==> src/rtl/less_than_32.sv <==
// Registered set-on-less-than unit: out[0] = (a < b), signed or unsigned,
// decided by an MSB-first bit comparator chain, one cycle of latency.
module less_than_32 #(
  parameter int WIDTH      = 32,
  parameter bit SIGNED_CMP = 1'b1
) (
  input  logic             clk,
  input  logic             rst_n,
  input  logic             in_valid,
  input  logic [WIDTH-1:0] a,
  input  logic [WIDTH-1:0] b,
  output logic [WIDTH-1:0] out,
  output logic             out_valid
);

  logic decided;
  logic lt_d;
  logic lt_q;
  logic out_valid_q;

  // The first differing bit from the MSB decides. In signed mode a differing
  // sign bit means a is the negative one exactly when a[MSB] is set.
  always_comb begin
    decided = 1'b0;
    lt_d    = 1'b0;
    for (int i = WIDTH - 1; i >= 0; i--) begin
      if (!decided && (a[i] != b[i])) begin
        decided = 1'b1;
        if ((i == WIDTH - 1) && SIGNED_CMP)
          lt_d = a[i];
        else
          lt_d = b[i];
      end
    end
  end

  // Only the result bit is stored; the upper bits are tied to zero.
  always_ff @(posedge clk or negedge rst_n) begin
    if (!rst_n) begin
      lt_q        <= 1'b0;
      out_valid_q <= 1'b0;
    end else begin
      out_valid_q <= in_valid;
      if (in_valid)
        lt_q <= lt_d;
    end
  end

  assign out       = {{(WIDTH-1){1'b0}}, lt_q};
  assign out_valid = out_valid_q;

endmodule

==> config.mk <==
export PLATFORM = sky130hd
export DESIGN_NAME = less_than_32
export DESIGN_NICKNAME = d
export VERILOG_FILES = /design/src/rtl/less_than_32.sv
export SDC_FILE = /design/constraint.sdc
export NUM_CORES = 1
export LEC_CHECK = 0
export ABC_AREA = 1
export BUFFER_PORTS_ARGS = -buffer_cell sky130_fd_sc_hd__buf_4
export CAP_MARGIN = 20
export CORE_MARGIN = 2
export CORE_UTILIZATION = 47
export DETAILED_ROUTE_END_ITERATION = 12
export PLACE_DENSITY = 0.88
export SETUP_SLACK_MARGIN = 0.05
export SLEW_MARGIN = 20
export SYNTH_ARGS = -nofsm -noshare
export SYNTH_HDL_FRONTEND = slang
export SYNTH_SLANG_ARGS = --single-unit
==> constraint.sdc <==
create_clock -name clk -period 1.1 [get_ports clk]
set_clock_uncertainty 0.1 [all_clocks]
set_input_delay 0.22 -clock clk [delete_from_list [all_inputs] [get_ports clk]]
set_output_delay 0.22 -clock clk [all_outputs]
set_load 0.02 [all_outputs]
* After elaboration in Yosys (flattened, before gate mapping)
Index checks and enable logic that the tools add are counted.
** Word-level totals
- Flip-flop bits (word level) :: 2
- Bits of input ports :: 67
- Word-level logic and storage cells :: 159
** Cells by class
- Eq/ne operators :: 32
- Muxes and demuxes :: 63
- Reductions and logical operators :: 62
** Operator list (number)
- two-way mux 1 bit :: 63
- inequality test 1 bit :: 32
- logical AND 1 bit :: 31
- logical NOT 1 bit :: 31

* Longest topological paths before layout
Gate-level depths: netlist (run 1).
- Word-level depth :: 95
- Gate-level depth with buffers :: 42
- Depth with buffers taken out :: 42

* Worst setup path after synthesis (run 1)
OpenSTA, ideal clock, no wires.
- Kind :: input -> register
- From :: input b[31]
- To :: register lt_q
- Setup time :: 0.117 ns
- Arrival time :: 3.183 ns
- Required time :: 0.883 ns
- Slack :: -2.300 ns
- Stages :: 36
- Path through :: inv_1 -> ha_1 -> nand2_2 -> nor2_4 -> nand3_4 -> nor2_4 -> nand2_2 -> nor2_4 -> nand2_2 -> nor2_4 -> nand2_2 -> nor2_4 -> nand3_2 -> inv_2 -> nand2_2 -> nor2_4 -> nand2_2 -> nor3_2 -> nand2_2 -> nor2_4 -> nand2_2 -> inv_2 -> nand3_2 -> nor2_1 -> inv_1 -> or2_0 -> nand3_1 -> nand2_1 -> nand2_1 -> nand2_1 -> nand2_1 -> nand2_1 -> nand2_1 -> nand2_1 -> nand2_1 -> nand2_1
** Between the ends
- Cells in the longest elaborated chain, start to end :: 95
** Ends and longest elaborated chain
- from (decl) :: RTL line 11 : input logic [WIDTH-1:0] b,
- inequality test 1 bit (*) :: RTL line 27 : if (!decided && (a[i] != b[i])) begin
- two-way mux 1 bit :: RTL line 27
- logical NOT 1 bit :: RTL line 27
- logical AND 1 bit :: RTL line 27
- two-way mux 1 bit :: RTL line 27
- logical NOT 1 bit :: RTL line 27
- logical AND 1 bit :: RTL line 27
- two-way mux 1 bit :: RTL line 27
- [79 not listed]
- logical AND 1 bit :: RTL line 27
- two-way mux 1 bit :: RTL line 27
- logical NOT 1 bit :: RTL line 27
- logical AND 1 bit :: RTL line 27
- two-way mux 1 bit :: RTL line 27
- logical NOT 1 bit :: RTL line 27
- logical AND 1 bit :: RTL line 27
- two-way mux 1 bit (*) :: RTL line 27
- to (signal assigned) :: RTL line 45 : lt_q <= lt_d;
- to (decl) :: RTL line 18 : logic lt_q;
Every way passes the cells marked *; elsewhere a longest branch is shown, timed or not.
A chain may end at the register's enable or synchronous reset.

* Worst setup path after layout (run 1)
Ends and elaborated chain as after synthesis.

==> metrics.yaml, run 1 <==
hold_viol: 0
fin_nets: 440
setup_ws_ns: -2.192
grt_pass1_wl_um: 5740
clkPwrFrac: 0.150
cts.sinks: 2
p_comb_frac: 0.768
crit_required_ns: 1.12
post-route-period-util: 2.993
synth_cell_type_count: 28
cts_htree_levels: 1
ioPinCount: 100
crit_path_top_delay_cell: "ha_4"
viasPerCell: 4.232
worstSetupEndpointType: "flop"
min_period_ns: 3.292
cpLargestDelayFamily: "simple AND/OR/NAND/NOR gates"
p_seq_frac: 0.082
p_int_uw: 595.3
num_rows: 20
area_growth_pct: 50.08
grt_usage: 0.1950
synth_cells: 269
final_common_cell: "buf_4"
synth.top_cell.area_share: 0.1727
critPathMaxFanout: 4
dieArea_um2: 3708
arrival_ns: 3.31
ys_seq_area_frac: 0.03289
initial_core_util: 0.4943
worst-path-buf-inv: 5
final-setup-viol-count: 1
drive_gt1_frac: 0.3784
drc: 0
powerDensity_nw_per_um2: 475.6
clockBufferDepth: 2
rsz0062_at_grt: "true"
ant_nets: 0
clock_latency_ns: 0.23
synthArstFlopShare: 1.000
die_h_um: 60.90
outcome: "finished, violations left"
ir_worst_vdd_mv: 0.2055
core-area_um2: 3078
nFillCells: 249
fmax_mhz: 303.8
cpMostUsedCell: "nand2_1"
slowest_delay_ns: 0.27
cts_tree: "yes"
cts_buffers: 3
wire_per_inst_um: 8.481
cap_violations: 0
drt-initial-drc-count: 27
failed_checks: "negative setup slack"
synth_top_cell_by_area: "nand2_1"
grt-ovfl-total: 0
clk_pin_slew_worst_paths_ns: 0.03
dr.pass1.iters: 4
switching_share: 0.4518
grt_pass1_vias: 1607
path_class: "in2reg"
syn_area_um2: 1521
synth_ff_type: "dfrtp_1"
hold_ws_ns: 0.02086
io_buffers: 68
diodes: 0
synth.area.top_cells: "nand2_1 (17%), buf_4 (16%), inv_1 (14%)"
grt_antenna_before_repair: 0
via_count: 1752
grt_max_degree: 5
gp_congestion: 0.8133
ys_seq_elements: 2
die_x_um: 60.90
power_switching_uw: 490.6
clk_root_buffer_cell: "clkbuf_4"
slew_violations: 0
drt-total-wl_um: 3511
pre_cts_ws_ns: -2.511
p_leak_nw: 1.311
mostFrequentLayoutCells: "buf_4 (95), nand2_1 (70), inv_1 (54), conb_1 (31), xnor2_1 (20)"
dp_hpwl_um: 3152
synth_area_per_cell_um2: 5.656
synth-edff-count: 0
startpoint_type: "input pin"
ys_warn_count: 0
hold_path.class: "in2reg"
[Yosys cell counts (3+ instances only)]
library cell,instances
inv_2,3
nand3_1,12
inv_1,55
xnor2_1,20
nor2_4,10
buf_4,32
nand3_2,3
nand4_1,5
nand2_1,70
nor2_1,14
nand3b_1,3
a31oi_1,5
nand2_2,12
o21ai_0,6
[layer usage]
metal / up-vias / GRT usage / wire length, µm
li1: 946 / - / -
met1: 722 / 0.2101 / 1397
met2: 76 / 0.3825 / 1793
met3: 8 / 0.03198 / 249
met4: 0 / 0.05901 / 71
met5: - / 0 / 0
[flip-flops by register name, indices dropped and copies added, names as in the netlist]
signal and cells:
lt_q 1, out_valid 1
[power groups by stage]
stage	clock [mW]	combinational, mW	sequential, mW
5_1_grt	0.181	0.928	0.0886
6_report	0.163	0.834	0.0887
4_1_cts	0.173	0.828	0.0874
2_1_floorplan	0	0.534	0.0884
3_5_place_dp	0	0.798	0.0869
3_3_place_gp	0	0.779	0.0867
[final cells by class]
class | count | area, µm² | area share
clock buffer | 3 | 22.52 | 0.009863
inverter | 58 | 217.7 | 0.09534
multi-input combinational | 207 | 1170 | 0.5123
sequential | 2 | 50.05 | 0.02192
tap | 44 | 55.05 | 0.02411
timing repair buffer | 100 | 768.2 | 0.3364
[cells by family after synthesis]
family / synth area share
compound gates: 0.05428
flops: 0.03290
xor+xnor: 0.1151
other cells: 0.002465
simple gates: 0.4860
fa+ha+maj: 0.008222
buf+inv: 0.3010
[metrics by stage]
stage / area [µm²] / utilization / power [mW] / TNS (ns) / cells
after floorplan: 1647 / - / 0.6229 / -2.250 / 299
after global placement: 2197 / 0.7138 / 0.8657 / -2.333 / 409
after detailed placement: 2197 / 0.7138 / 0.8848 / -2.511 / 409
after CTS: 2263 / 0.7354 / 1.088 / -2.216 / 414
after global routing: 2283 / 0.7419 / 1.198 / -2.548 / 414
final: 2283 / 0.7419 / 1.086 / -2.192 / 414
[path summary, 6_finish.rpt]
kind | startpoint | to | slack [ns] | cells past startpoint
worst max-delay path | b[31] | lt_q | -2.19 | 37
worst min-delay path | in_valid | out_valid | 0.02 | 1
worst max register to register | lt_q | lt_q | 0.27 | 3
worst min register to register | lt_q | lt_q | 0.51 | 3
max in group asynchronous | rst_n | out_valid | 0.58 | 2
min in group asynchronous | rst_n | lt_q | 0.23 | 2
[repair_timing]
item / in CTS / in global routing
endpoints found under the setup margin: 3 / 3
endpoints found under the hold margin: 2 / 0
gates cloned: 0 / 0
gates resized for setup: 7 / 4
hold buffers: 1 / 0
setup buffers: 1 / 0
Power figures use the tool's default switching activity.
==> inputs of run 2 (changes only) <==
- SKIP_CTS_REPAIR_TIMING: default -> 1
==> run 2 against run 1 <==
The flow still finishes with violations (negative setup slack). First-iteration DRC count is 7.4% lower. Setup slack better by 0.0026 ns. Die area stayed put. Total power hardly changed. Sequential cell count stayed put. Cell count is 0.24% lower. Fmax hardly changed. Combinational power is 1% lower. Worst hold slack worse by 0.0075 ns. Register-to-register slack better by 0.12 ns. Sequential power is 1% lower. Highest routed layer unchanged.
==> metrics.yaml, run 2 (synthesis results as in run 1) <==
final_common_cell: "buf_4"
clk_root_buffer_cell: "clkbuf_4"
grt-ovfl-total: 0  # unchanged
area_growth_pct: 49.75
setup_ws_ns: -2.190  # +0.002600 ns
drc: 0  # unchanged
finalNonFillerCells: 413  # -0.24%
drive_gt1_frac: 0.3767  # -0.001685
slew_violations: 0  # unchanged
drt-initial-drc-count: 25  # -7.4%
final-setup-viol-count: 1  # unchanged
power_switching_uw: 496.1  # +1.1%
dp_hpwl_um: 3152  # unchanged
grt_max_degree: 5  # unchanged
cap_violations: 0  # unchanged
grt_pass1_vias: 1593  # -0.87%
powerDensity_nw_per_um2: 476.4  # +0.19%
wl_met1_um: 1394  # -0.21%
top_layer: "met4"
worst-path-buf-inv: 5  # unchanged
wl_met3_um: 244  # -2.0%
crit_required_ns: 1.12  # about the same
num_rows: 20  # unchanged
dr.pass1.iters: 4  # unchanged
core-area_um2: 3078  # unchanged
worstSetupEndpointType: "flop"
dpl_cell_area_um2: 2197  # unchanged
fmax_mhz: 304.0  # about the same
grt_antenna_before_repair: 0  # unchanged
hold_viol: 0  # unchanged
crit_path_top_delay_cell: "ha_4"
timing.setup.tns_ns: -2.190  # +0.002600 ns
clockBufferDepth: 2  # unchanged
outcome: "finished, violations left"
die_x_um: 60.90  # unchanged
p_comb_frac: 0.761  # -0.007
clk_pin_slew_worst_paths_ns: 0.03  # about the same
cts.sinks: 2  # unchanged
path_class: "in2reg"
dieArea_um2: 3708  # unchanged
viasPerCell: 4.242  # +0.24%
ir_worst_vdd_mv: 0.2058  # +0.12%
p_leak_nw: 1.306  # -0.37%
min_period_ns: 3.290  # -0.002600 ns
grt_pass1_wl_um: 5658  # -1.4%
arrival_ns: 3.31  # about the same
wire_per_inst_um: 8.465  # -0.19%
failed_checks: "negative setup slack"
nFillCells: 248  # -0.40%
clkPwrFrac: 0.158  # +0.008
slowest_delay_ns: 0.27  # about the same
startpoint_type: "input pin"
mostFrequentLayoutCells: "buf_4 (94), nand2_1 (70), inv_1 (54), conb_1 (31), xnor2_1 (20)"
io_buffers: 68  # unchanged
p_int_uw: 589.4  # -0.99%
switching_share: 0.4570  # +0.005235
die_h_um: 60.90  # unchanged
post-route-period-util: 2.991  # about the same
p_seq_frac: 0.081  # about the same
wl_met2_um: 1816  # +1.3%
cts_buffers: 3  # unchanged
cpMostUsedCell: "nand2_1"
cpLargestDelayFamily: "simple AND/OR/NAND/NOR gates"
diodes: 0  # unchanged
fin_nets: 439  # -0.23%
via_count: 1752  # unchanged
cts_htree_levels: 1  # unchanged
hold_path.class: "in2reg"
critPathMaxFanout: 4  # unchanged
cts_tree: "yes"
ant_nets: 0  # unchanged
gp_congestion: 0.8133  # unchanged
clock_latency_ns: 0.23  # about the same
rsz0062_at_grt: "true"
grt_usage: 0.1915  # -0.003558
design_area_um2: 2278  # -0.22%
dpl.cell_count: 409  # unchanged
drt-total-wl_um: 3496  # -0.43%
initial_core_util: 0.4943  # unchanged
ioPinCount: 100  # unchanged
run 2: changes by cell type in the layout (fill, tap and decap cells not counted), sizes merged:
cell  change
buf       -1
run 2: metal layers:
layer  vias up  global-route usage
met4         0             0.03416
met2        72              0.3871
met1       732              0.2086
li1        944                   -
met5         -                   0
met3         4             0.02772
run 2: final cells by class:
type	count	area, µm²	share of cell area
clock buffer	3	22.52	0.009885
tap	44	55.05	0.02416
multi-input combinational	207	1170	0.5135
sequential	2	50.05	0.02197
timing repair buffer	99	760.7	0.3339
inverter	58	220.2	0.09665
run 2: power by group through the flow:
stage               logic, mW  registers (mW)  clock network (mW)
floorplan               0.534          0.0884                   0
global placement        0.779          0.0867                   0
detailed placement      0.798          0.0869                   0
CTS                     0.802          0.0862               0.173
global route            0.920          0.0883               0.183
finish                  0.826          0.0877               0.172
run 2: final timing paths:
path,slack (ns),start,endpoint,cells past startpoint
max in group asynchronous,0.58,rst_n,out_valid,2
max,-2.19,b[31],lt_q,37
min reg2reg,0.40,lt_q,lt_q,2
min in group asynchronous,0.23,rst_n,lt_q,2
min,0.01,in_valid,out_valid,1
max reg2reg,0.39,lt_q,lt_q,2
run 2: through the flow:
stage	hold WS (ns)	setup slack (ns)	util	total power, mW
floorplan	-0.1756	-2.250	-	0.6229
global placement	-0.09677	-2.333	0.7138	0.8657
detailed placement	-0.09614	-2.511	0.7138	0.8848
CTS	-0.3395	-2.277	0.7211	1.061
global route	0.004191	-2.549	0.7402	1.191
finish	0.01332	-2.190	0.7402	1.086
==> inputs of run 3 (changes only) <==
- CORE_UTILIZATION: 47 -> 25
- MAX_ROUTING_LAYER: default -> met4
- PLACE_DENSITY: 0.88 -> default
==> run 3 against run 2 <==
The flow still finishes with violations (negative setup slack). Count of clock-buffer cells in the layout is the same. Sequential share of layout area shrank 0.066 points. Die area grew 81%. Non-clock buffer count grew 6. Critical path type unchanged. Critical endpoint unchanged.
==> metrics.yaml, run 3 (synthesis results as in run 1) <==
grt-ovfl-total: 0  # unchanged
grt_pass1_vias: 1595  # +0.13%
crit_path_top_delay_cell: "ha_4"
slew_violations: 0  # unchanged
worstSetupEndpointType: "flop"
hold_viol: 0  # unchanged
design_area_um2: 2349  # +3.1%
power_switching_uw: 496.9  # +0.16%
hold_path.class: "in2reg"
dpl_cell_area_um2: 2266  # +3.1%
fin_nets: 445  # +1.4%
timing.setup.tns_ns: -2.240  # -0.05068 ns
outcome: "finished, violations left"
ant_nets: 0  # unchanged
clockBufferDepth: 2  # unchanged
p_leak_nw: 1.328  # +1.7%
crit_required_ns: 1.10  # -0.02 ns
finalNonFillerCells: 450  # +9.0%
cts_buffers: 3  # unchanged
wire_per_inst_um: 7.564  # -11%
powerDensity_nw_per_um2: 512.7  # +7.6%
p_seq_frac: 0.073  # -0.008
core-area_um2: 5886  # +91%
switching_share: 0.4127  # -0.04433
dpl.cell_count: 444  # +8.6%
grt_pass1_wl_um: 5899  # +4.3%
mostFrequentLayoutCells: "buf_4 (102), nand2_1 (70), inv_1 (55), conb_1 (31), xnor2_1 (20)"
diodes: 0  # unchanged
arrival_ns: 3.34  # +0.03 ns
die_h_um: 82.01  # +35%
drc: 0  # unchanged
drive_gt1_frac: 0.3840  # +0.007306
setup_ws_ns: -2.240  # -0.05068 ns
fmax_mhz: 299.4  # -1.5%
dp_hpwl_um: 3107  # -1.4%
path_class: "in2reg"
failed_checks: "negative setup slack"
grt_max_degree: 5  # unchanged
min_period_ns: 3.340  # +0.05068 ns
dieArea_um2: 6726  # +81%
ioPinCount: 100  # unchanged
p_int_uw: 707.1  # +20%
drt-initial-drc-count: 23  # -8.0%
rsz0062_at_grt: "true"
grt_usage: 0.1098  # -0.08173
cap_violations: 0  # unchanged
cts.sinks: 2  # unchanged
grt_antenna_before_repair: 0  # unchanged
initial_core_util: 0.2585  # -0.2358
startpoint_type: "input pin"
area_growth_pct: 54.36
final_common_cell: "buf_4"
viasPerCell: 3.918  # -7.6%
slowest_delay_ns: 0.26  # about the same
p_comb_frac: 0.682  # -0.079
post-route-period-util: 3.037  # +0.04607
drt-total-wl_um: 3404  # -2.6%
cpMostUsedCell: "nand2_1"
ir_worst_vdd_mv: 0.3082  # +50%
num_rows: 28  # +40%
via_count: 1763  # +0.63%
critPathMaxFanout: 4  # unchanged
io_buffers: 68  # unchanged
dr.pass1.iters: 4  # unchanged
cts_htree_levels: 1  # unchanged
clock_latency_ns: 0.21  # -0.02 ns
cts_tree: "yes"
die_x_um: 82.01  # +35%
final-setup-viol-count: 1  # unchanged
clkPwrFrac: 0.245  # +0.087
nFillCells: 649  # +160%
clk_root_buffer_cell: "clkbuf_8"
gp_congestion: 0.8309  # +2.2%
clk_pin_slew_worst_paths_ns: 0.03  # about the same
==> run 3: changes by cell type in the layout (fill, tap and decap cells not counted), sizes merged <==
cell | before | now
buf | 98 | 104
==> run 3: final timing paths <==
path | from | end | slack, ns | depth (start not counted)
worst max-delay path | b[31] | lt_q | -2.24 | 38
worst min-delay path | in_valid | out_valid | 0.03 | 1
worst max register to register | lt_q | lt_q | 0.17 | 4
max in group asynchronous | rst_n | lt_q | 0.58 | 2
min in group asynchronous | rst_n | out_valid | 0.24 | 2
worst min register to register | lt_q | lt_q | 0.57 | 4
==> run 3: cell type report <==
class	count	area (µm²)	area share
clock buffer	3	41.29	0.01758
inverter	58	217.7	0.09270
multi-input combinational	207	1147	0.4885
sequential	2	50.05	0.02131
tap	75	93.84	0.03996
timing repair buffer	105	798.3	0.3399
==> run 3: per-stage QoR <==
| stage | power (mW) | utilization | setup WS, ns | hold WS (ns) |
|---|---|---|---|---|
| final | 1.204 | 0.3990 | -2.240 | 0.02769 |
| after global routing | 1.332 | 0.3990 | -2.666 | 0.02824 |
| after CTS | 1.189 | 0.3920 | -2.263 | -0.3206 |
| after detailed placement | 0.8849 | 0.3850 | -2.481 | -0.09556 |
| after global placement | 0.8802 | 0.3850 | -2.388 | -0.09633 |
| after floorplan | 0.6229 | - | -2.250 | -0.1756 |
==> run 3: critical path, delay by kind of cell <==
kind                     cells  cell delay (ns)
adder cells (fa/ha/maj)      1             0.26
buffers and inverters        6             0.37
AND/OR/NAND/NOR             31             2.46
==> run 3: routing by layer <==
| metal | vias to the layer above | track usage | part of all wire |
|---|---|---|---|
| met5 | - | - | 0 |
| met4 | 0 | 0.03167 | 0.013 |
| met3 | 5 | 0.009890 | 0.068 |
| met2 | 65 | 0.2000 | 0.49 |
| met1 | 732 | 0.1272 | 0.43 |
| li1 | 961 | - | - |
==> run 3: power groups by stage <==
stage / sequential, mW / combinational, mW / clock, mW
2_1_floorplan: 0.0884 / 0.534 / 0
3_3_place_gp: 0.0870 / 0.793 / 0
3_5_place_dp: 0.0870 / 0.798 / 0
4_1_cts: 0.0865 / 0.801 / 0.301
5_1_grt: 0.0884 / 0.931 / 0.312
6_report: 0.0873 / 0.822 / 0.295
